### src/rtl/if_id_queue_pkg.sv
// ----------------------------------------------------------------------------
// if_id_queue_pkg
//   Shared constants and types for the IF/ID fetch decoupling queue.
//   WORD_LEN  : width of PC and instruction words
//   IFQ_DEPTH : default number of queue entries (power of two, >= 2)
//   ifq_entry_t : one buffered {pc, instr} pair as stored in the queue
// ----------------------------------------------------------------------------
package if_id_queue_pkg;

    localparam int WORD_LEN  = 32;
    localparam int IFQ_DEPTH = 4;

    typedef struct packed {
        logic [WORD_LEN-1:0] pc;
        logic [WORD_LEN-1:0] instr;
    } ifq_entry_t;

    // Decoder NOP presented to ID whenever the queue is empty.
    localparam logic [WORD_LEN-1:0] IFQ_NOP = '0;

endpackage

### src/rtl/ifq_mem.sv
// ----------------------------------------------------------------------------
// ifq_mem
//   DEPTH x WIDTH register array, one synchronous write port and one
//   asynchronous read port. Contents are not reset; validity is tracked
//   by the owning queue's occupancy count.
//   Ports:
//     clk   : rising-edge clock
//     we    : write enable
//     waddr : write address
//     wdata : write data
//     raddr : read address
//     rdata : read data (combinational from the array)
// ----------------------------------------------------------------------------
module ifq_mem #(
    parameter int DEPTH = 4,
    parameter int WIDTH = 64,
    parameter int AW    = 2
) (
    input  logic             clk,
    input  logic             we,
    input  logic [AW-1:0]    waddr,
    input  logic [WIDTH-1:0] wdata,
    input  logic [AW-1:0]    raddr,
    output logic [WIDTH-1:0] rdata
);

    logic [WIDTH-1:0] mem [DEPTH];

    always_ff @(posedge clk) begin
        if (we) mem[waddr] <= wdata;
    end

    assign rdata = mem[raddr];

endmodule

### src/rtl/if_id_queue.sv
// ----------------------------------------------------------------------------
// if_id_queue
//   Small in-order queue decoupling IFStage from ID. Fetch pushes
//   {pc, instr} pairs, decode pops the head. A full queue freezes fetch;
//   a taken branch/jump (flush) discards everything buffered.
//   Ports:
//     clk       : rising-edge clock
//     rst       : asynchronous active-low reset
//     flush     : taken-branch redirect, empties the queue on the next edge
//     in_valid  : fetch presents a valid pair
//     in_pc     : PC of the fetched instruction
//     in_instr  : fetched instruction word
//     if_freeze : to IFStage, high while the queue is full
//     id_freeze : decode stall, holds the head entry
//     out_valid : head entry valid
//     out_pc    : head PC (0 when empty)
//     out_instr : head instruction (NOP/0 when empty)
//     count     : occupancy, 0..DEPTH
// ----------------------------------------------------------------------------
module if_id_queue
    import if_id_queue_pkg::*;
#(
    parameter int WORD_LEN = if_id_queue_pkg::WORD_LEN,
    parameter int DEPTH    = IFQ_DEPTH,
    parameter int PTR_W    = $clog2(DEPTH)
) (
    input  logic                clk,
    input  logic                rst,
    input  logic                flush,
    input  logic                in_valid,
    input  logic [WORD_LEN-1:0] in_pc,
    input  logic [WORD_LEN-1:0] in_instr,
    output logic                if_freeze,
    input  logic                id_freeze,
    output logic                out_valid,
    output logic [WORD_LEN-1:0] out_pc,
    output logic [WORD_LEN-1:0] out_instr,
    output logic [PTR_W:0]      count
);

    localparam logic [PTR_W-1:0] PTR_ONE  = PTR_W'(1);
    localparam logic [PTR_W:0]   CNT_ONE  = (PTR_W+1)'(1);
    localparam logic [PTR_W:0]   CNT_FULL = (PTR_W+1)'(DEPTH);

    logic [PTR_W-1:0]      wr_ptr, rd_ptr;
    logic                  full, empty, push, pop;
    logic [2*WORD_LEN-1:0] rdata;

    // Status comes straight off the count register; full/empty are
    // never ambiguous because count spans 0..DEPTH.
    assign full      = (count == CNT_FULL);
    assign empty     = (count == '0);
    assign if_freeze = full;
    assign out_valid = !empty;

    // Flush wins over everything. Full is judged on the current count,
    // so a pop while full does not open a slot for this cycle's push.
    assign push = in_valid && !full && !flush;
    assign pop  = out_valid && !id_freeze && !flush;

    always_ff @(posedge clk or negedge rst) begin
        if (!rst) begin
            wr_ptr <= '0;
            rd_ptr <= '0;
            count  <= '0;
        end else if (flush) begin
            wr_ptr <= '0;
            rd_ptr <= '0;
            count  <= '0;
        end else begin
            // Pointer width is log2(DEPTH), so +1 wraps DEPTH-1 -> 0 for free.
            if (push) wr_ptr <= wr_ptr + PTR_ONE;
            if (pop)  rd_ptr <= rd_ptr + PTR_ONE;
            case ({push, pop})
                2'b10:   count <= count + CNT_ONE;
                2'b01:   count <= count - CNT_ONE;
                default: count <= count;
            endcase
        end
    end

    ifq_mem #(
        .DEPTH (DEPTH),
        .WIDTH (2*WORD_LEN),
        .AW    (PTR_W)
    ) u_mem (
        .clk   (clk),
        .we    (push),
        .waddr (wr_ptr),
        .wdata ({in_pc, in_instr}),
        .raddr (rd_ptr),
        .rdata (rdata)
    );

    // Stale array contents must never reach decode: force zero when empty.
    assign out_pc    = empty ? '0 : rdata[2*WORD_LEN-1:WORD_LEN];
    assign out_instr = empty ? '0 : rdata[WORD_LEN-1:0];

endmodule

### config.mk
export PLATFORM = sky130hd
export DESIGN_NAME = if_id_queue
export DESIGN_NICKNAME = d
export VERILOG_FILES = /design/src/rtl/if_id_queue_pkg.sv /design/src/rtl/ifq_mem.sv /design/src/rtl/if_id_queue.sv
export SDC_FILE = /design/constraint.sdc
export NUM_CORES = 1
export LEC_CHECK = 0
export CAP_MARGIN = 10
export CORE_UTILIZATION = 49
export CTS_BUF_LIST = sky130_fd_sc_hd__clkbuf_16
export CTS_CLUSTER_SIZE = 14
export DETAILED_ROUTE_END_ITERATION = 10
export PLACE_DENSITY_LB_ADDON = 0.25
export SYNTH_ARGS = -nofsm -noshare
export SYNTH_HDL_FRONTEND = slang
export SYNTH_HIERARCHICAL = 1
export SYNTH_SLANG_ARGS = --single-unit
### constraint.sdc
create_clock -name clk -period 6.2 [get_ports clk]
set_input_delay 1.24 -clock clk [delete_from_list [all_inputs] [get_ports clk]]
set_output_delay 1.24 -clock clk [all_outputs]
set_load 0.01 [all_outputs]
## Word level (Yosys, flattened, before mapping)

Memory sizes are Yosys's and may differ from the RTL's.
Cells that the tools add are included.

- Register bits after elaboration: 7
- RAM bits: 256
- Input bits: 69
- Output and inout port bits: 69
- Word-level logic and storage cells: 33
- Memories: 1

Memories:

| name | words | bits a word | rd ports | clocked after Yosys merged registers in | write ports | line | text |
|---|---|---|---|---|---|---|---|
| u_mem.mem | 4 | 64 | 1 | 0 | 1 | ifq_mem.sv:27 | `logic [WIDTH-1:0] mem [DEPTH];` |

- Add/subtract/negate cells: 4
- Equality and inequality tests: 3
- Muxes and demuxes: 10
- Reductions and logical operators: 12

Operator list:

| operator | number |
|---|---|
| 32-bit two-way mux | 2 |
| 2-bit two-way mux | 4 |
| 3-bit one-hot mux with 2 select lines | 1 |
| 2-bit by 1-bit adder with 2-bit output (second input constant) | 2 |
| 1-bit logical AND | 4 |
| 1-bit zero test | 4 |
| 2-bit nonzero test | 2 |
| 3-bit by 1-bit adder with 3-bit output (second input constant) | 1 |
| 3-bit == test (second input constant) | 1 |
| 3-bit zero test | 1 |
| 3-bit two-way mux | 1 |
| 3-bit nonzero test | 1 |
| 3-bit by 1-bit subtractor with 3-bit output (second input constant) | 1 |
| 2-bit by 1-bit == test with 1-bit output (second input constant) | 1 |
| 2-bit == test (second input constant) | 1 |
| 1-bit two-way mux | 2 |

## Depth between registers and ports, before layout

Gate-level depths: netlist of the first run.

- Depth in word-level cells: 7
- Mapped depth: 11
- Mapped depth without buffers: 9

## Hierarchy

The synthesis of the first run kept the hierarchy.

Modules (own cells, without submodules):

| module | instances | cells each | area each (µm²) | seq. area each (µm²) |
|---|---|---|---|---|
| ifq_mem | 1 | 338 | 9,341.5 | 7,687.4 |
| if_id_queue | 1 | 125 | 912.1 | 175.2 |

## Least setup slack after synthesis of the first run

OpenSTA, ideal clock, no wires.

- Path kind: input port to flip-flop
- From: input in_valid
- To: memory u_mem.mem[0][0] (enable)
- Setup time: 0.578 ns
- Arrival time: 6.367 ns
- Data required time: 5.622 ns
- Setup slack: -0.745 ns
- Stages: 4
- Buffers on the path: 1
- Path through: buf_2 > nand2_1 > nor2_1 > nor3b_1

- Longest elaborated chain between the ends: 4

RTL lines:

| what | line | text |
|---|---|---|
| start, declared | if_id_queue.sv:30 | `input logic in_valid,` |
| 1-bit logical AND (2 in a row) | if_id_queue.sv:58 | `assign push = in_valid && !full && !flush;` |
| via push | if_id_queue.sv:46 | `logic full, empty, push, pop;` |
| 1-bit two-way mux | ifq_mem.sv:30 | `if (we) mem[waddr] <= wdata;` |
| 1-bit two-way mux (not written as such) | ifq_mem.sv:30 |  |
| end, declared | ifq_mem.sv:27 |  |

The timed path passes the listed nets, and every way through them passes these cells.

## Final worst setup path of the first run

- From: register rd_ptr[0]
- To: output out_instr[13]

- Longest elaborated chain between the ends: 2

RTL lines:

| what | line | text |
|---|---|---|
| start, declared | if_id_queue.sv:45 | `logic [PTR_W-1:0] wr_ptr, rd_ptr;` |
| start signal, assigned | if_id_queue.sv:73 | `if (pop) rd_ptr <= rd_ptr + PTR_ONE;` |
| memory read 4 x 64 bit | - |  |
| via rdata[13] | if_id_queue.sv:47 | `logic [2*WORD_LEN-1:0] rdata;` |
| 32-bit two-way mux | if_id_queue.sv:97 | `assign out_instr = empty ? '0 : rdata[WORD_LEN-1:0];` |
| end, declared | if_id_queue.sv:37 | `output logic [WORD_LEN-1:0] out_instr,` |

The timed path passes the listed nets, and every way through them passes these cells.

==> flow_metrics.tcl, run 1 <==
set metrics [dict create \
    status "finished clean" \
    die_h_um 147 \
    syn_nets 533 \
    min_period_over_period_pct 69.8 \
    via_per_inst 5.33 \
    clkLatencyLatePin_ps 520 \
    wire_per_inst_um 20.0 \
    first_iter_violations 198 \
    hp-class "reg -> reg" \
    multiInputGateArea_um2 2190 \
    tns_ps 0 \
    grt_max_degree 66 \
    htreeDepth 1 \
    drc 0 \
    fin_cells 903 \
    portBuffers 137 \
    synth_seq_cells 263 \
    ys_types 34 \
    cts_tree "built" \
    cp_data_required_time_ps 4960 \
    grt_overflow_total 0 \
    fin_ws_ps 1870 \
    start_util_pct 50.4 \
    synth-async-reset-ratio_pct 2.66 \
    synth_common_cells "256 x edfxtp_1, 64 x nor2b_1, 60 x mux4_2" \
    numCtsBuffers 27 \
    cts_root_buf "clkbuf_16" \
    hpwl_um 10300 \
    grt_pass1_vias 5188 \
    power_density_nw_per_um2 321 \
    ant_nets 0 \
    crit_arrival_ps 3090 \
    setup_viol 0 \
    syn_to_final_growth_pct 24.0 \
    yosysWarnings 6 \
    first_pass_iters 4 \
    syn_inst 463 \
    total_power_mw 4.07 \
    grt_setup_unrepaired "false" \
    cts_resized 0 \
    finalWirelength_um 18100 \
    post_dp_cell_area_um2 11800 \
    vias 4812 \
    ir_drop_v 0.000224 \
    clockBufferDepth 3 \
    dp_slack_ps 2180 \
    ios 138 \
    clk_pin_slew_ps 60 \
    yosysSeqAreaShare_pct 76.7 \
    die_area_um2 21500 \
    fmax_mhz 231 \
    skew_ps 10.2 \
    slew_viol_final 0 \
    cts_setup_buffers 0 \
    path_class "reg -> out" \
    synth.most_common_cell "edfxtp_1" \
    fin_crit_ps 4330 \
    num-nets-final 682 \
    cellLeakagePower_nw 3.99 \
    critPathMaxFanout 29 \
    die_w_um 147 \
    drv_cap 0 \
    fillerInstances 1434 \
    grt_usage_pct 17.4 \
    synth_largest_type_area_fraction_pct 75.0 \
    grt_pass1_wl_um 28400 \
    holdBufCountCts 0 \
    drive_gt1_share_pct 19.0 \
    synth.avg_cell_area_um2 22.1 \
    n_antenna_cell 0 \
    gp_congestion 0.748 \
    slew_headroom_pct 31.8 \
    core_area_um2 20400 \
    antenna_found_initial 0 \
    setup.worst_path.start_class "flop" \
    synth_edf_count 256 \
    cts_sinks 263 \
    synthesis.area_um2 10300 \
    placed_cells 853 \
    rows 52 \
    synth_top_area_cell "edfxtp_1" \
    yosys_most_used_dff "edfxtp_1" \
    stdcell_area_um2 12700 \
    end_kind "output port" \
    final-hold-violation-count 0 \
    seq_area_um2 7870 \
    synth_area_leaders "edfxtp_1 75%, mux4_2 13%, nor2b_1 3.9%, dfrtp_1 1.7%, buf_12 1.2%" \
    tightestPinTransition_ps 1020 \
]
-- routing by layer --
metal,vias up,part of all wire [%],track usage [%]
li1,2187,-,-
met1,2493,42,22.7
met2,103,52,29.9
met3,29,4.7,3.41
met4,0,1.9,5.16
met5,-,0,0
-- worst max-delay path: stages (launching register included) --
cell             delay [ps]
dfrtp_4                 800
buf_4                   510
mux4_2                  550
nor2b_1                 160
clkdlybuf4s50_1         530
-- worst paths after layout --
| check | startpoint | to | slack [ps] | cells after the start |
|---|---|---|---|---|
| hold reg to reg | wr_ptr[1] | wr_ptr[1] | 700 | 2 |
| max in group asynchronous | rst | rd_ptr[0] | 4900 | 1 |
| setup / recovery | rd_ptr[0] | out_instr[13] | 1870 | 4 |
| hold / removal | wr_ptr[1] | wr_ptr[1] | 700 | 2 |
| setup reg to reg | count[1] | u_mem/mem[2][60] | 3400 | 5 |
| min in group asynchronous | rst | count[1] | 1000 | 1 |
-- kinds of logic after synthesis --
logic type | share of synthesized area, %
mux | 14.2
flops | 76.7
xor+xnor | 0.513
compound gates | 0.817
buf+inv | 2.28
simple gates | 5.31
fa+ha+maj | 0.195
-- registers in the layout (all words and copies together), names as in the netlist --
register and flops:
count 3, rd_ptr 2, u_mem/mem 256, wr_ptr 2
-- stage by stage --
| step | hold WS, ps | utilization, % |
|---|---|---|
| finish | 695 | 62.4 |
| global placement | 637 | 58.1 |
| detailed placement | 684 | 58.1 |
| CTS | 691 | 62.4 |
| floorplan | 509 | - |
| global route | 729 | 62.4 |
-- layout make-up --
type | count | share of cell area (%)
Multi-Input combinational cell | 172 | 17.2
Clock buffer | 27 | 5.31
Tap cell | 270 | 2.66
Sequential cell | 263 | 61.9
Clock inverter | 23 | 1.56
Inverter | 3 | 0.0886
Timing Repair Buffer | 145 | 11.3
-- power by group --
group | switching [mW] | internal, mW | total [mW]
clock network | 0.632 | 0.922 | 1.55
logic | 0.203 | 0.268 | 0.471
registers | 0.0379 | 2.01 | 2.05
total | 0.873 | 3.20 | 4.07
-- placed cells by master (no fill, tap or decap), types with 2 or more instances in the layout --
master           count
edfxtp_1           256
clkdlybuf4s50_1    137
nor2b_1             64
mux4_2              60
clkbuf_16           27
nor2_1               9
clkinv_2             8
buf_4                8
inv_1                5
nand2_1              5
clkinv_1             5
dfrtp_1              5
mux4_1               4
o21ai_0              3
xnor2_1              3
a21oi_1              3
xor2_1               3
clkinvlp_4           3
bufinv_16            3
o31ai_1              2
dfrtp_4              2
and3b_4              2
No activity file was read; power rests on OpenSTA's default activity.
==> run 2: changes to the inputs <==
- CORE_UTILIZATION: 49 -> 50
- clock period: 6.2 -> 4 ns (I/O delays scaled with it)
==> flow_metrics.tcl, run 2 (synthesis gave the netlist of run 1 again) <==
set metrics [dict create \
    status "complete, but fails checks" \
    violations "design-rule violations" \
    via_per_inst 5.39 \
    wire_per_inst_um 20.9 \
    internal_power_mw 4.98 \
    seqPwrFrac_pct 50.1 \
    p_switching_mw 1.35 \
    final-hold-violation-count 0 \
    clkLatencyLatePin_ps 520 \
    switching_share_pct 21.3 \
    min_period_over_period_pct 90.3 \
    mostFrequentLayoutCells "256 x edfxtp_1, 137 x clkdlybuf4s50_1, 64 x nor2b_1" \
    skew_ps 7.27 \
    critPathMaxStageDelay_ps 700 \
    ir_drop_v 0.000381 \
    hp-class "in -> async" \
    reg2reg_depth 9 \
    cp_slowest_cell "dfrtp_4" \
    power_density_nw_per_um2 493 \
    cts_sinks 263 \
    cts_tree "built" \
    drive_gt1_share_pct 18.9 \
    die_area_um2 21100 \
    fillerInstances 1416 \
    clkPwrFrac_pct 37.8 \
    grt_usage_pct 18.5 \
    rrSetupSlack_ps 1340 \
    post_dp_cell_area_um2 12000 \
    fmax_mhz 277 \
    tns_ps 0 \
    hpwl_um 11100 \
    ant_nets 0 \
    htreeDepth 1 \
    fin_crit_ps 3610 \
    n_antenna_cell 0 \
    largest_reg_flops 256 \
    crit_arrival_ps 2810 \
    hold-worst-slack_ps 566 \
    final_common_cell "edfxtp_1" \
    cts_setup_buffers 0 \
    first_pass_iters 7 \
    critical-path-top-delay-family "buffers and inverters" \
    finalWirelength_um 18900 \
    antenna_found_initial 0 \
    cts_root_buf "clkbuf_16" \
    rows 52 \
    cp_data_required_time_ps 3200 \
    clk_pin_slew_ps 60 \
    critPathMaxFanout 29 \
    grt_setup_unrepaired "false" \
    grt_overflow_total 0 \
    setup.worst_path.start_class "flop" \
    top_regs "u_mem/mem x256, count x3" \
    cellLeakagePower_nw 4.04 \
    drc 1 \
    path_class "reg -> out" \
    syn_to_final_growth_pct 25.1 \
    slew_headroom_pct 61.4 \
    holdBufCountCts 0 \
    crit_path_cell_trace "buf_12 -> mux4_1 -> nor2b_1 -> clkdlybuf4s50_1" \
    ios 138 \
    first_iter_violations 233 \
    largest_register "u_mem/mem" \
    die_h_um 145 \
    setup_viol 0 \
    num-nets-final 687 \
    grt_pass1_vias 5363 \
    die_w_um 145 \
    start_util_pct 50.8 \
    cts_resized 0 \
    grt_pass1_wl_um 29700 \
    grt_max_degree 68 \
    r2r_start "count[2]" \
    vias 4876 \
    drv_cap 0 \
    stdcell_area_um2 12800 \
    end_kind "output port" \
    core_area_um2 20200 \
    rr_endpoint "count[2]" \
    critical_path_buf_inv_count 2 \
    clockBufferDepth 3 \
    numCtsBuffers 28 \
    post-route-util_pct 63.6 \
    tightestPinTransition_ps 579 \
    portBuffers 137 \
    combPwrFrac_pct 12.1 \
    slew_viol_final 0 \
    gp_congestion 0.706 \
]
run 2: changes by cell type in the layout (fill, tap and decap cells not counted), sizes merged:
cell | before | now
bufinv | 3 | 2
buf | 8 | 12
inv | 7 | 6
clkinvlp | 3 | 2
clkbuf | 27 | 29
clkinv | 13 | 11
run 2: power by group through the flow:
| stage | clock network [mW] | logic [mW] | registers [mW] |
|---|---|---|---|
| global placement | 0 | 0.767 | 3.22 |
| detailed placement | 0 | 0.774 | 3.23 |
| floorplan | 0 | 0.440 | 3.20 |
| CTS | 2.46 | 0.778 | 3.17 |
| global route | 2.56 | 0.816 | 3.18 |
| finish | 2.39 | 0.762 | 3.17 |
run 2: how the worst max path moves through the flow:
stage / start / endpoint / cells after the start
2_1_floorplan: in_valid / u_mem/mem[0][0] / 4
3_3_place_gp: in_valid / u_mem/mem[2][5] / 5
3_5_place_dp: in_valid / u_mem/mem[2][5] / 5
4_1_cts: rd_ptr[0] / out_instr[2] / 4
5_1_grt: rd_ptr[0] / out_instr[2] / 4
6_report: rd_ptr[0] / out_instr[2] / 4
run 2: per-layer routing:
metal  vias up  part of all wire, %  global-route usage [%]  routed length, um
li1       2190                    -                       -                  -
met1      2523                   41                    22.9               7680
met2       128                   52                    32.9               9900
met3        35                  4.7                    3.55                880
met4         0                  2.2                    5.74                406
met5         -                    0                       0                  0
run 2: area by class of cell:
class | instances | area [um2] | share of cell area (%)
multi-input cells | 172 | 2190 | 17.0
repair buffers | 149 | 1560 | 12.2
clock buffers | 29 | 726 | 5.66
flip-flops and latches | 263 | 7870 | 61.3
inverters | 3 | 11.3 | 0.0878
clock inverters | 18 | 135 | 1.05
well taps | 270 | 338 | 2.63
run 2: per-stage QoR:
stage                     setup slack, ps  std cells  power [mW]
final                                 387        904        6.33
after global placement                838        857        3.99
after detailed placement              742        857        4.00
after global routing                  237        904        6.56
after CTS                             324        904        6.41
after floorplan                       668        463        3.64
==> run 3: changes to the inputs <==
- CORE_MARGIN: default -> 1
- CORE_UTILIZATION: 50 -> 45
- SKIP_CTS_REPAIR_TIMING: default -> 1
==> flow_metrics.tcl, run 3 (synthesis gave the netlist of run 1 again) <==
set metrics [dict create \
    status "finished clean" \
    clockBufferDepth 3 \
    r2r_start "count[1]" \
    rrSetupSlack_ps 1050 \
    drv_cap 0 \
    die_h_um 153 \
    ant_nets 0 \
    first_iter_violations 222 \
    seq_area_um2 7870 \
    ios 138 \
    rows 54 \
    rr_endpoint "count[2]" \
    setup_viol 0 \
    slew_viol_final 0 \
    gp_congestion 0.771 \
    critPathMaxFanout 33 \
    dp_slack_ps 736 \
    tightestPinTransition_ps 667 \
    hpwl_um 11200 \
    num-nets-final 691 \
    grt_pass1_wl_um 29700 \
    first_pass_iters 7 \
    wire_per_inst_um 20.4 \
    die_area_um2 23400 \
    vias 4905 \
    fin_crit_ps 3540 \
    grt_max_degree 55 \
    mostFrequentLayoutCells "256 x edfxtp_1, 137 x clkdlybuf4s50_1, 64 x nor2b_1" \
    grt_overflow_total 0 \
    min_period_over_period_pct 88.5 \
    top_regs "u_mem/mem x256, count x3" \
    final-hold-violation-count 0 \
    portBuffers 137 \
    slew_headroom_pct 55.4 \
    skew_ps 9.27 \
    tns_ps 0 \
    fin_ws_ps 458 \
    antenna_found_initial 0 \
    fmax_mhz 282 \
    cts_sinks 263 \
    drive_gt1_share_pct 20.5 \
    clk_pin_slew_ps 60 \
    drc 0 \
    reg2reg_depth 9 \
    start_util_pct 46.4 \
    clkLatencyLatePin_ps 530 \
    grt_pass1_vias 5278 \
    cts_root_buf "clkbuf_16" \
    syn_to_final_growth_pct 26.9 \
    grt_setup_unrepaired "false" \
    fillerInstances 1592 \
    grt_usage_pct 16.6 \
    numCtsBuffers 28 \
    via_per_inst 5.31 \
    final_common_cell "edfxtp_1" \
    hp-class "in -> async" \
    multiInputGateArea_um2 2190 \
    core_area_um2 22100 \
    largest_register "u_mem/mem" \
    path_class "reg -> out" \
    end_kind "output port" \
    n_antenna_cell 0 \
    cellLeakagePower_nw 4.13 \
    setup.worst_path.start_class "flop" \
    power_density_nw_per_um2 517 \
    cts_tree "built" \
    ir_drop_v 0.000384 \
    cp_data_required_time_ps 3200 \
    die_w_um 153 \
    htreeDepth 1 \
    largest_reg_flops 256 \
    crit_arrival_ps 2740 \
    finalWirelength_um 18800 \
]
## run 3: cell types whose count changed in the layout (fill, tap and decap cells not counted)
cell       before  now
inv_6           0    1
buf_4           4   10
bufinv_16       2    7
clkinv_4        0    1
inv_1           6    4
inv_8           0    1
clkinv_1        5    4
buf_12          8    6
## run 3: critical path: stages, from the launching register on
cell             delay (ps)
dfrtp_4                 630
buf_12                  320
mux4_1                  610
nor2b_1                 150
clkdlybuf4s50_1         480
## run 3: stage by stage
stage	total power [mW]	instance area, um2	utilization (%)	instances	hold WS (ps)
after floorplan	3.64	10300	-	463	504
after global placement	3.99	12000	54.2	871	639
after detailed placement	4.01	12000	54.2	871	656
after CTS	6.81	13000	58.9	923	540
after global routing	6.97	13000	58.9	923	555
final	6.73	13000	58.9	923	558
## run 3: layout make-up
| class | instances | share of cell area, % |
|---|---|---|
| well taps | 280 | 2.69 |
| repair buffers | 153 | 12.0 |
| clock inverters | 23 | 2.33 |
| clock buffers | 29 | 5.58 |
| multi-input cells | 172 | 16.8 |
| inverters | 3 | 0.0865 |
| flip-flops and latches | 263 | 60.5 |
## run 3: power by group
part	total, mW	internal, mW	switching (mW)
registers	3.16	3.12	0.0453
clock network	2.80	1.77	1.03
logic	0.768	0.433	0.335
total	6.73	5.32	1.41
## run 3: worst max-delay path by stage
stage,start,endpoint,slack (ps),cells past startpoint
after floorplan,in_valid,u_mem/mem[0][0],670,4
after global placement,in_valid,u_mem/mem[1][37],840,5
after detailed placement,in_valid,u_mem/mem[1][37],740,5
after CTS,rd_ptr[0],out_instr[0],400,4
after global routing,count[1],out_instr[20],280,4
final,rd_ptr[0],out_pc[31],460,4
## run 3: routing by layer
layer | share of wire, % | up-vias | GRT usage (%)
met2 | 50 | 128 | 28.0
li1 | - | 2202 | -
met3 | 5.3 | 39 | 3.46
met1 | 43 | 2536 | 22.0
met4 | 2.4 | 0 | 5.00
met5 | 0 | - | 0
